**config.mk**
```make
export PLATFORM = sky130hd
export DESIGN_NAME = conv_layer_sched
export DESIGN_NICKNAME = d
export VERILOG_FILES = /design/src/rtl/conv_layer_sched.sv
export SDC_FILE = /design/constraint.sdc
export NUM_CORES = 1
export LEC_CHECK = 0
export ABC_AREA = 1
export CAP_MARGIN = 20
export CORE_ASPECT_RATIO = 1.25
export CORE_UTILIZATION = 30
export CTS_CLUSTER_DIAMETER = 30
export CTS_CLUSTER_SIZE = 8
export DETAILED_ROUTE_END_ITERATION = 16
export HOLD_SLACK_MARGIN = 0.06
export PLACE_DENSITY = 0.59
export SLEW_MARGIN = 40
export SYNTH_ARGS = -nofsm -noshare
export SYNTH_HDL_FRONTEND = slang
export SYNTH_SLANG_ARGS = --single-unit
```
**constraint.sdc**
```tcl
create_clock -name clk1 -period 1.2 [get_ports clk1]
set_input_delay 0.12 -clock clk1 [delete_from_list [all_inputs] [get_ports clk1]]
set_output_delay 0.12 -clock clk1 [all_outputs]
set_load 0.02 [all_outputs]
```
**src/rtl/conv_layer_sched.sv**
```systemverilog
// Layer sequencer above the conv controller: launches one conv pass per layer, hands each
// finished OFM buffer to writeback, flips the ping-pong select, and recovers via watchdog/abort.
module conv_layer_sched #(
    parameter int NUM_LAYERS = 4,
    parameter int TIMEOUT    = 4096
) (
    input  logic                          clk1,
    input  logic                          rst,
    input  logic                          start,
    input  logic                          abort,
    input  logic [$clog2(NUM_LAYERS):0]   layer_cnt,
    input  logic                          end_conv,
    input  logic                          wb_ack,
    output logic                          start_conv,
    output logic                          wb_req,
    output logic [$clog2(NUM_LAYERS)-1:0] layer_idx,
    output logic                          swap_buf,
    output logic                          busy,
    output logic                          done,
    output logic [1:0]                    err
);
    localparam int IDX_W = $clog2(NUM_LAYERS);
    localparam int CNT_W = IDX_W + 1;
    localparam int WD_W  = $clog2(TIMEOUT);

    localparam logic [CNT_W-1:0] CNT_MAX  = CNT_W'(NUM_LAYERS);
    localparam logic [CNT_W-1:0] CNT_ONE  = CNT_W'(1);
    localparam logic [IDX_W-1:0] IDX_ONE  = IDX_W'(1);
    localparam logic [WD_W-1:0]  WD_ONE   = WD_W'(1);
    // The pass expires on the edge the watchdog would step to TIMEOUT-1.
    localparam logic [WD_W-1:0]  WD_LAST  = WD_W'(TIMEOUT - 2);
    localparam logic [1:0]       ERR_NONE = 2'b00;
    localparam logic [1:0]       ERR_CFG  = 2'b01;
    localparam logic [1:0]       ERR_WDOG = 2'b10;

    typedef enum logic [2:0] {
        S_IDLE      = 3'd0,
        S_LAUNCH    = 3'd1,
        S_WAIT_CONV = 3'd2,
        S_WRITEBACK = 3'd3,
        S_NEXT      = 3'd4,
        S_DONE      = 3'd5,
        S_ERR       = 3'd6
    } state_t;

    state_t           state_q, state_d;
    logic [CNT_W-1:0] cnt_q, cnt_d;
    logic [IDX_W-1:0] idx_q, idx_d;
    logic [WD_W-1:0]  wdog_q, wdog_d;
    logic             swap_q, swap_d;
    logic [1:0]       err_q, err_d;
    logic             cnt_legal_s;
    logic             last_layer_s;

    assign cnt_legal_s  = (layer_cnt != {CNT_W{1'b0}}) && (layer_cnt <= CNT_MAX);
    assign last_layer_s = ({1'b0, idx_q} == (cnt_q - CNT_ONE));

    // Next-state and next-register computation; abort outranks every transition.
    always_comb begin
        state_d = state_q;
        cnt_d   = cnt_q;
        idx_d   = idx_q;
        wdog_d  = wdog_q;
        swap_d  = swap_q;
        err_d   = err_q;
        if (abort) begin
            state_d = S_IDLE;
            idx_d   = {IDX_W{1'b0}};
        end else begin
            case (state_q)
                S_IDLE: begin
                    if (start && cnt_legal_s) begin
                        state_d = S_LAUNCH;
                        cnt_d   = layer_cnt;
                        idx_d   = {IDX_W{1'b0}};
                        err_d   = ERR_NONE;
                    end else if (start) begin
                        err_d   = ERR_CFG;
                    end else begin
                        state_d = S_IDLE;
                    end
                end
                S_LAUNCH: begin
                    state_d = S_WAIT_CONV;
                    wdog_d  = {WD_W{1'b0}};
                end
                S_WAIT_CONV: begin
                    if (end_conv) begin
                        state_d = S_WRITEBACK;
                    end else if (wdog_q == WD_LAST) begin
                        state_d = S_ERR;
                        err_d   = ERR_WDOG;
                        wdog_d  = wdog_q + WD_ONE;
                    end else begin
                        wdog_d  = wdog_q + WD_ONE;
                    end
                end
                S_WRITEBACK: begin
                    if (wb_ack) begin
                        state_d = S_NEXT;
                    end else begin
                        state_d = S_WRITEBACK;
                    end
                end
                S_NEXT: begin
                    swap_d = ~swap_q;
                    if (last_layer_s) begin
                        state_d = S_DONE;
                    end else begin
                        state_d = S_LAUNCH;
                        idx_d   = idx_q + IDX_ONE;
                    end
                end
                S_DONE:  state_d = S_IDLE;
                S_ERR:   state_d = S_ERR;
                default: state_d = S_IDLE;
            endcase
        end
    end

    // State and datapath registers with synchronous reset.
    always_ff @(posedge clk1) begin
        if (rst) begin
            state_q <= S_IDLE;
            cnt_q   <= {CNT_W{1'b0}};
            idx_q   <= {IDX_W{1'b0}};
            wdog_q  <= {WD_W{1'b0}};
            swap_q  <= 1'b0;
            err_q   <= ERR_NONE;
        end else begin
            state_q <= state_d;
            cnt_q   <= cnt_d;
            idx_q   <= idx_d;
            wdog_q  <= wdog_d;
            swap_q  <= swap_d;
            err_q   <= err_d;
        end
    end

    assign start_conv = (state_q == S_LAUNCH);
    assign wb_req     = (state_q == S_WRITEBACK);
    assign done       = (state_q == S_DONE);
    assign busy       = (state_q != S_IDLE);
    assign layer_idx  = idx_q;
    assign swap_buf   = swap_q;
    assign err        = err_q;

endmodule

```
# Yosys cells after proc, flatten, opt, wreduce, memory -nomap -nowiden

Cells that the tools add are included.
W data, S select, Z words.

Input port bits: 9
Register bits after elaboration: 23
Output and inout bits: 9
Word-level logic and storage cells: 59

$lt $le $gt $ge: 1
Equal/unequal tests: 15
Add/sub/neg operators: 3
Mux-type cells: 17
Reductions and logical operators: 15
Bitwise logic cells: 2

Operators by type and width:

| kind                    | count |
|---|---|
| $pmux W12 S2            | 1 |
| $mux W3                 | 6 |
| $pmux W3 S6             | 1 |
| $add A12 B1 Y12 const B | 1 |
| $eq A12 B12 Y1 const B  | 1 |
| $mux W12                | 1 |
| $mux W2                 | 6 |
| $eq A3 B3 Y1 const B    | 3 |
| $ne A3 B3 Y1 const B    | 3 |
| $reduce_and A3 Y1       | 3 |
| $ne A2 B2 Y1 const B    | 4 |
| $pmux W2 S2             | 2 |
| $eq A3 B2 Y1 const B    | 2 |
| $reduce_bool A2 Y1      | 3 |
| $reduce_bool A3 Y1      | 2 |
| $reduce_and A5 Y1       | 1 |
| $reduce_and A2 Y1       | 2 |
| $eq A2 B3 Y1            | 1 |
| $eq A3 B1 Y1 const B    | 1 |
| $le A3 B3 Y1 const B    | 1 |
| $logic_not A3 Y1        | 1 |
| $sub A3 B1 Y3 const B   | 1 |
| $add A2 B1 Y2 const B   | 1 |
| $logic_and A1 B1 Y1     | 2 |
| 2 further kinds         | 3 |

# Logic depth before layout (Yosys ltp)

Gate-level depths: netlist of run 1.

Word-level depth: 5
Mapped depth: 9
Depth with buffers taken out: 9

# Worst setup path before layout of run 1

Ideal clock, no wire load.

Kind: register -> register
From: register state_q[2]
To: register state_q[2]
Slack: -226 ps
Buffers on the path: 0
Arrival: 1,362 ps
Cell stages (with the launch flop): 6
Library setup time: 64 ps
Cells stage by stage: dfxtp_1 -> nor3_1 -> nand2_1 -> nand3_1 -> nand3_1 -> nor2_1

Elaborated cells on any way between the ends: 10
Those cells by class: eq/ne: 7; mux: 1; reduce/logical: 2

RTL lines:

| item                     | RTL line | RTL |
|---|---|---|
| start: declaration       | 46       | `state_t state_q, state_d;` |
| start signal: assignment | 131      | `state_q <= state_d;` |
| $eq A3 B2 Y1             | --       |  |
| named net wb_req         | 15       | `output logic wb_req,` |
| $pmux W3 S6              | 70       | `case (state_q)` |

The timed path passes the listed nets, and every way through them passes these cells.
A chain may end at the register's enable or synchronous reset.

# Worst setup path after layout of run 1

From: register state_q[1]
To: output wb_req

Cells in the longest elaborated chain, start to end: 1

Ends and longest elaborated chain:

| item             | RTL line | RTL |
|---|---|---|
| $eq A3 B2 Y1     | 141      | `assign wb_req = (state_q == S_WRITEBACK);` |
| end: declaration | 15       |  |

Every way passes these cells.

==> results by group, run 1 <==
Status
  – Status: finished, violations left
  – Failing checks: setup timing

Floorplanning
  – Total core area: 4390 sq um
  – Initial Util: 0.310
  – Die Area: 4810 sq um
  – Die Width: 62.2 microns
  – Die height: 77.3 microns
  – Num ports: 18
  – Std cell rows: 27

Yosys
  – Synth Warn #: 0
  – #FFs+latches synth: 23
  – Cell area after synthesis: 1360 sq um
  – Syn Area/Cell: 6.54 sq um
  – Synth cell types: 25
  – Syn_nets: 220
  – Post-synthesis sequential area ratio: 0.339
  – Mapped Cells: 208

Hold path
  – Hold Crit Class: flop to flop

Clocking
  – Clock sinks: 23
  – CTS tree: yes
  – CTS Root Cell: clkbuf_8
  – Clk_lat worst skew: 0.27 ns
  – Num CTS Buffers: 3
  – Worst-path clk slew: 0.09 ns
  – Hold buffers post-CTS: 0
  – H-tree levels: 1
  – CTS Buffer Depth: 2

Timing
  – RSZ-0062 raised after global routing: yes
  – Final Cycle Share: 1.12
  – Hold Slack: 0.465 ns
  – Max-slew headroom: 0.798
  – Final setup violation count: 23
  – Final hold violation count: 0
  – Final Skew: 0.00983 ns
  – Post-layout min period: 1.34 ns
  – Slew Limit Fails: 0
  – PnR worst setup slack: -0.140 ns
  – F_max: 746 MHz
  – Slew @ Worst Pin: 0.302 ns

Worst setup path
  – CP arrival: 1.22 ns
  – Critical path class: flop to output port
  – Nature of the critical path endpoint: output port
  – Critical Path Source Type: flop
  – Crit Path Max Fanout: 4
  – Data required time of the worst path: 1.08 ns

Routing
  – Router iterations before antenna repair: 4
  – # DRC: 0
  – Iter 0 DRT Violations: 78
  – DR WL/cell: 11.2 microns
  – ANT nets after route: 0
  – Via/cell ratio: 4.59
  – Routed wire length: 3630 microns
  – Vias: 1493

Final layout
  – Number of fill cells: 416
  – Layout Cells excl Fill: 325
  – Reg area: 477 sq um
  – Cell area after layout: 2160 sq um
  – Area growth from synthesis to layout: 59.1%
  – Fraction of layout cells with a size suffix above 1: 0.375
  – Area of the multi-input gates: 931 sq um
  – Antenna diodes: 0
  – Layout Nets: 280

Power
  – Peak VDD IR: 0.464 mV
  – Total chip power: 1.57 mW
  – LEAKAGE: 0.893 nW
  – Pwr/cell area: 728 nW/um^2

Placement
  – Dpl cells: 312
  – Final HPWL DP: 2620 microns
  – I/O Buffers: 17
  – Setup WS pre-CTS: -0.293 ns
  – RePlAce Congestion: 0.822
  – Placed cell area: 1830 sq um

Job
  – Max-Cap Viols: 0

GRT
  – Initial antenna violation count: 0
  – Global-route wire length before repair: 6040 microns
  – Largest net degree at the start of global routing: 14
  – GRT Util Overall: 0.155
  – Vias in the first global route: 1445
  – GRT overflow: 0
-- layer usage --
layer	track usage	routed length, microns	vias to the layer above
met5	0	0	-
li1	-	-	791
met4	0.0488	63	0
met3	0.0223	86	7
met1	0.178	1540	673
met2	0.291	1940	22
-- stage by stage --
step,utilization,setup TNS [ns]
3_5_place_dp,0.417,-5.95
6_report,0.493,-1.58
2_1_floorplan,-,-0.0544
4_1_cts,0.461,-1.72
5_1_grt,0.493,-3.43
3_3_place_gp,0.417,-5.57
-- final timing paths --
kind                            endpoint  depth (start not counted)  slack [ns]               startpoint
setup / recovery                  wb_req                          4       -0.14  state_q[1]$_SDFFE_PP0P_
hold reg to reg      err[1]$_SDFFE_PP0P_                          2        0.47      err[1]$_SDFFE_PP0P_
hold / removal       err[1]$_SDFFE_PP0P_                          2        0.47      err[1]$_SDFFE_PP0P_
setup reg to reg  wdog_q[5]$_SDFFE_PP0P_                          9       -0.11  state_q[1]$_SDFFE_PP0P_
-- cell usage after synthesis --
library cell / number / area [sq um]
nand2_1: 49 / 184
inv_1: 35 / 131
dfxtp_1: 23 / 460
nor2_1: 23 / 86.3
a21oi_1: 19 / 95.1
nand3_1: 16 / 80.1
nand4_1: 9 / 56.3
o21ai_0: 8 / 40.0
ha_1: 3 / 37.5
o21ai_1: 3 / 15.0
nand3_2: 2 / 20.0
nor2_4: 2 / 22.5
nor3_1: 2 / 10.0
xnor2_1: 2 / 17.5
xor2_1: 2 / 17.5
buf_6: 1 / 11.3
clkbuf_1: 1 / 3.75
nand2_2: 1 / 6.26
nand2_4: 1 / 11.3
nand3b_1: 1 / 7.51
nor2_2: 1 / 6.26
nor3_4: 1 / 16.3
o211ai_1: 1 / 7.51
o21ai_2: 1 / 8.76
o21bai_1: 1 / 7.51
-- cell type report --
class | instances | area share
clock buffers | 3 | 0.0191
inverters | 35 | 0.0654
well taps | 58 | 0.0335
multi-input cells | 149 | 0.430
flip-flops and latches | 23 | 0.220
repair buffers | 56 | 0.229
clock inverters | 1 | 0.00231
-- layout by cell type (no fill, tap or decap), types with 2 or more instances in the layout --
master           netlist  final
nand3_1               16     11
o21ai_0                8      3
buf_4                  0     33
xor2_1                 2      2
buf_6                  1      7
clkbuf_8               0      3
nor2_1                23     18
inv_1                 35     27
a21oi_1               19     15
nand3_2                2      6
inv_2                  0      5
nor2_4                 2      7
buf_12                 0      2
dlygate4sd2_1          0      5
clkdlybuf4s50_1        0      8
nand2_1               49     39
dfxtp_1               23     16
o21ai_1                3      7
ha_1                   3      2
inv_4                  0      2
nor2_2                 1      2
a21oi_2                0      4
nand2_2                1      6
dfxtp_2                0      4
nand4_1                9      9
nand2_4                1      6
dfxtp_4                0      3
-- state kept, by name (all words and copies together) (netlist names) --
| register | cells |
|---|---|
| err | 2 |
| wdog_q | 12 |
| layer_idx | 2 |
| state_q | 3 |
| swap_buf | 1 |
| cnt_q | 3 |
-- timing repair --
action,in CTS,in global routing
buffers inserted,5,3
endpoints found under the hold margin,0,0
pin swaps,8,24
gates cloned,1,0
endpoints found under the setup margin,31,27
gates resized for setup,57,36
-- cell families after synthesis --
logic type	Yosys count	synth area share
and+or+nand+nor	108	0.373
buffers and inverters	37	0.108
AOI/OAI and AO/OA	33	0.128
adders and majority gates	3	0.0276
xor gates and xnor gates	4	0.0258
DFF	23	0.339
-- critical path: stages (launching register included) --
cell and delay [ns]:
dfxtp_4 0.41, inv_6 0.05, buf_4 0.13, nor3_2 0.19, buf_4 0.18
-- power breakdown --
part	leakage [nW]	internal, mW	switching (mW)
Clock	0.0255	0.232	0.259
Combinational	0.677	0.149	0.147
Sequential	0.190	0.773	0.0139
No activity file was read; power rests on OpenSTA's default activity.
==> inputs of run 2 (changes only) <==
- CTS_CLUSTER_SIZE: 8 -> 25
==> results of run 2 <==
Same layout as run 1: the final DEF is identical, and so are final timing and power.
==> inputs of run 3 (changes only) <==
- CELL_PAD_IN_SITES_DETAIL_PLACEMENT: default -> 0
- CELL_PAD_IN_SITES_GLOBAL_PLACEMENT: default -> 2
- CORE_UTILIZATION: 30 -> 26
- PLACE_DENSITY: 0.59 -> 0.82
- SKIP_LAST_GASP: default -> 1
==> results by group, run 3 (synthesis gave the netlist of run 1 again) <==
Status
  – Status: finished, violations left
  – Failing checks: setup timing

Final layout
  – Fraction of layout cells with a size suffix above 1: 0.395
  – Max reg flops: 12
  – Antenna diodes: 0
  – Reg with most FFs: wdog_q
  – Largest regs: wdog_q (12), cnt_q (3), state_q (3)
  – Layout Cells excl Fill: 333
  – Layout Nets: 284
  – Most frequent cells in the layout: buf_4, nand2_1, inv_1
  – Leading cell type in the layout, fill and taps excluded: buf_4
  – Area growth from synthesis to layout: 58.1%

Power
  – Comb pwr share: 0.185
  – LEAKAGE: 0.891 nW
  – Internal Pwr Total: 1.15 mW
  – Sw Ratio: 0.274
  – Total chip power: 1.59 mW
  – Switch Pwr: 0.434 mW
  – Power share of the clock group: 0.320
  – Peak VDD IR: 0.358 mV
  – Pwr/cell area: 738 nW/um^2
  – Power share of the sequential group: 0.495

GRT
  – Met1 Track Usage GR: 0.164
  – Vias in the first global route: 1451
  – Largest net degree at the start of global routing: 14
  – Initial antenna violation count: 0
  – GRT overflow: 0
  – GRT busiest layer: met2
  – GRT Util Overall: 0.142
  – Global-route wire length before repair: 6120 microns
  – GR Layer Usage met2: 0.262
  – GRT met3 Usage: 0.0206

Routing
  – Via/cell ratio: 4.46
  – Router iterations before antenna repair: 4
  – Vias: 1484
  – DR WL/cell: 11.1 microns
  – Routed wire length: 3700 microns
  – # DRC: 0
  – Iter 0 DRT Violations: 37
  – ANT nets after route: 0

Worst setup path
  – Critical path class: flop to flop
  – Reg2reg path depth: 8
  – Nature of the critical path endpoint: flop
  – Data required time of the worst path: 1.41 ns
  – Crit Path Max Fanout: 5
  – Critical Path Source Type: flop
  – CP arrival: 1.47 ns
  – Crit Reg-Reg Endpoint: wdog_q[11]$_SDFFE_PP0P_
  – CP endpoint: wdog_q[11]$_SDFFE_PP0P_
  – Setup crit start: state_q[1]$_SDFFE_PP0P_
  – R2R Path Start: state_q[1]$_SDFFE_PP0P_
  – Register-to-register setup slack: -0.07 ns

Placement
  – Final HPWL DP: 2890 microns
  – RePlAce Congestion: 0.808
  – Dpl cells: 321
  – I/O Buffers: 17

Clocking
  – Num CTS Buffers: 3
  – Clk_lat worst skew: 0.27 ns
  – Worst-path clk slew: 0.09 ns
  – Clock sinks: 23
  – H-tree levels: 1
  – CTS Root Cell: clkbuf_8
  – CTS Buffer Depth: 2
  – CTS tree: yes
  – Hold buffers post-CTS: 0

Floorplanning
  – Initial Util: 0.270
  – Die Area: 5530 sq um
  – Total core area: 5040 sq um
  – Die height: 82.9 microns
  – Std cell rows: 29
  – Num ports: 18
  – Die Width: 66.7 microns

Timing
  – Setup_tns: -0.785 ns
  – PnR worst setup slack: -0.0680 ns
  – Final hold violation count: 0
  – Final Cycle Share: 1.06
  – Final setup violation count: 20
  – F_max: 789 MHz
  – Max-slew headroom: 0.838
  – Final Skew: 0.00130 ns
  – Slew @ Worst Pin: 0.240 ns
  – RSZ-0062 raised after global routing: yes
  – Slew Limit Fails: 0
  – Post-layout min period: 1.27 ns

Job
  – Max-Cap Viols: 0

Hold path
  – Hold Crit Class: flop to flop
-- run 3: cell count changes in the layout (fill, tap and decap cells not counted), moves of 2 or more --
cell / change
nor2_1: -2
nand2_4: -3
a21oi_2: -2
buf_4: +7
buf_12: -2
a21oi_1: +2
nand2_2: +3
nor2_2: +3
-- run 3: what timing repair did --
| action | 4_1_cts | 5_1_grt |
|---|---|---|
| gates cloned | 1 | 0 |
| buffers inserted | 2 | 5 |
| setup endpoints to repair | 31 | 27 |
| resized for setup | 59 | 34 |
| pin swaps | 15 | 12 |
-- run 3: routing by layer --
layer  wire, microns  part of all wire  vias to the layer above
met2            2050              0.55                       11
met5               0                 0                        -
met1            1580              0.43                      672
met4              19            0.0051                        0
met3              53             0.014                        2
li1                -                 -                      799
-- run 3: power by group through the flow --
stage / Clock, mW / Combinational (mW) / Sequential [mW]
2_1_floorplan: 0 / 0.113 / 0.812
3_3_place_gp: 0 / 0.240 / 0.805
3_5_place_dp: 0 / 0.240 / 0.805
4_1_cts: 0.528 / 0.268 / 0.785
5_1_grt: 0.553 / 0.323 / 0.788
6_report: 0.508 / 0.294 / 0.785
-- run 3: area by class of cell --
type                       instances  area, sq um
inverter                          35          136
clock buffer                       3         41.3
multi-input combinational        149          915
clock inverter                     1         5.00
sequential                        23          477
tap                               62         77.6
timing repair buffer              60          499
fill                             527         2890
-- run 3: worst max-delay path, stage by stage, from the launching register on --
cell,delay [ns]
dfxtp_4,0.38
inv_4,0.08
nor2_4,0.05
nand2_2,0.08
nand2_4,0.08
nor2_4,0.19
buf_6,0.12
nand4_1,0.09
a21oi_1,0.15
-- run 3: metrics by stage --
step | cell area [sq um] | hold slack [ns] | worst slack [ns] | utilization
after floorplan | 1370 | 0.260 | -0.0356 | -
after global placement | 1870 | 0.445 | -0.257 | 0.371
after detailed placement | 1870 | 0.454 | -0.288 | 0.371
after CTS | 2040 | 0.465 | -0.148 | 0.405
after global routing | 2150 | 0.476 | -0.178 | 0.426
final | 2150 | 0.456 | -0.0680 | 0.426
-- run 3: worst min path at each step --
stage          slack (ns)                     to  depth (start not counted)           startpoint
6_report             0.46    err[1]$_SDFFE_PP0P_                          2  err[1]$_SDFFE_PP0P_
4_1_cts              0.46    err[1]$_SDFFE_PP0P_                          2  err[1]$_SDFFE_PP0P_
5_1_grt              0.48    err[1]$_SDFFE_PP0P_                          2  err[1]$_SDFFE_PP0P_
2_1_floorplan        0.26  cnt_q[0]$_SDFFE_PP0P_                          2         layer_cnt[0]
3_5_place_dp         0.45    err[1]$_SDFFE_PP0P_                          2  err[1]$_SDFFE_PP0P_
3_3_place_gp         0.44    err[1]$_SDFFE_PP0P_                          2  err[1]$_SDFFE_PP0P_
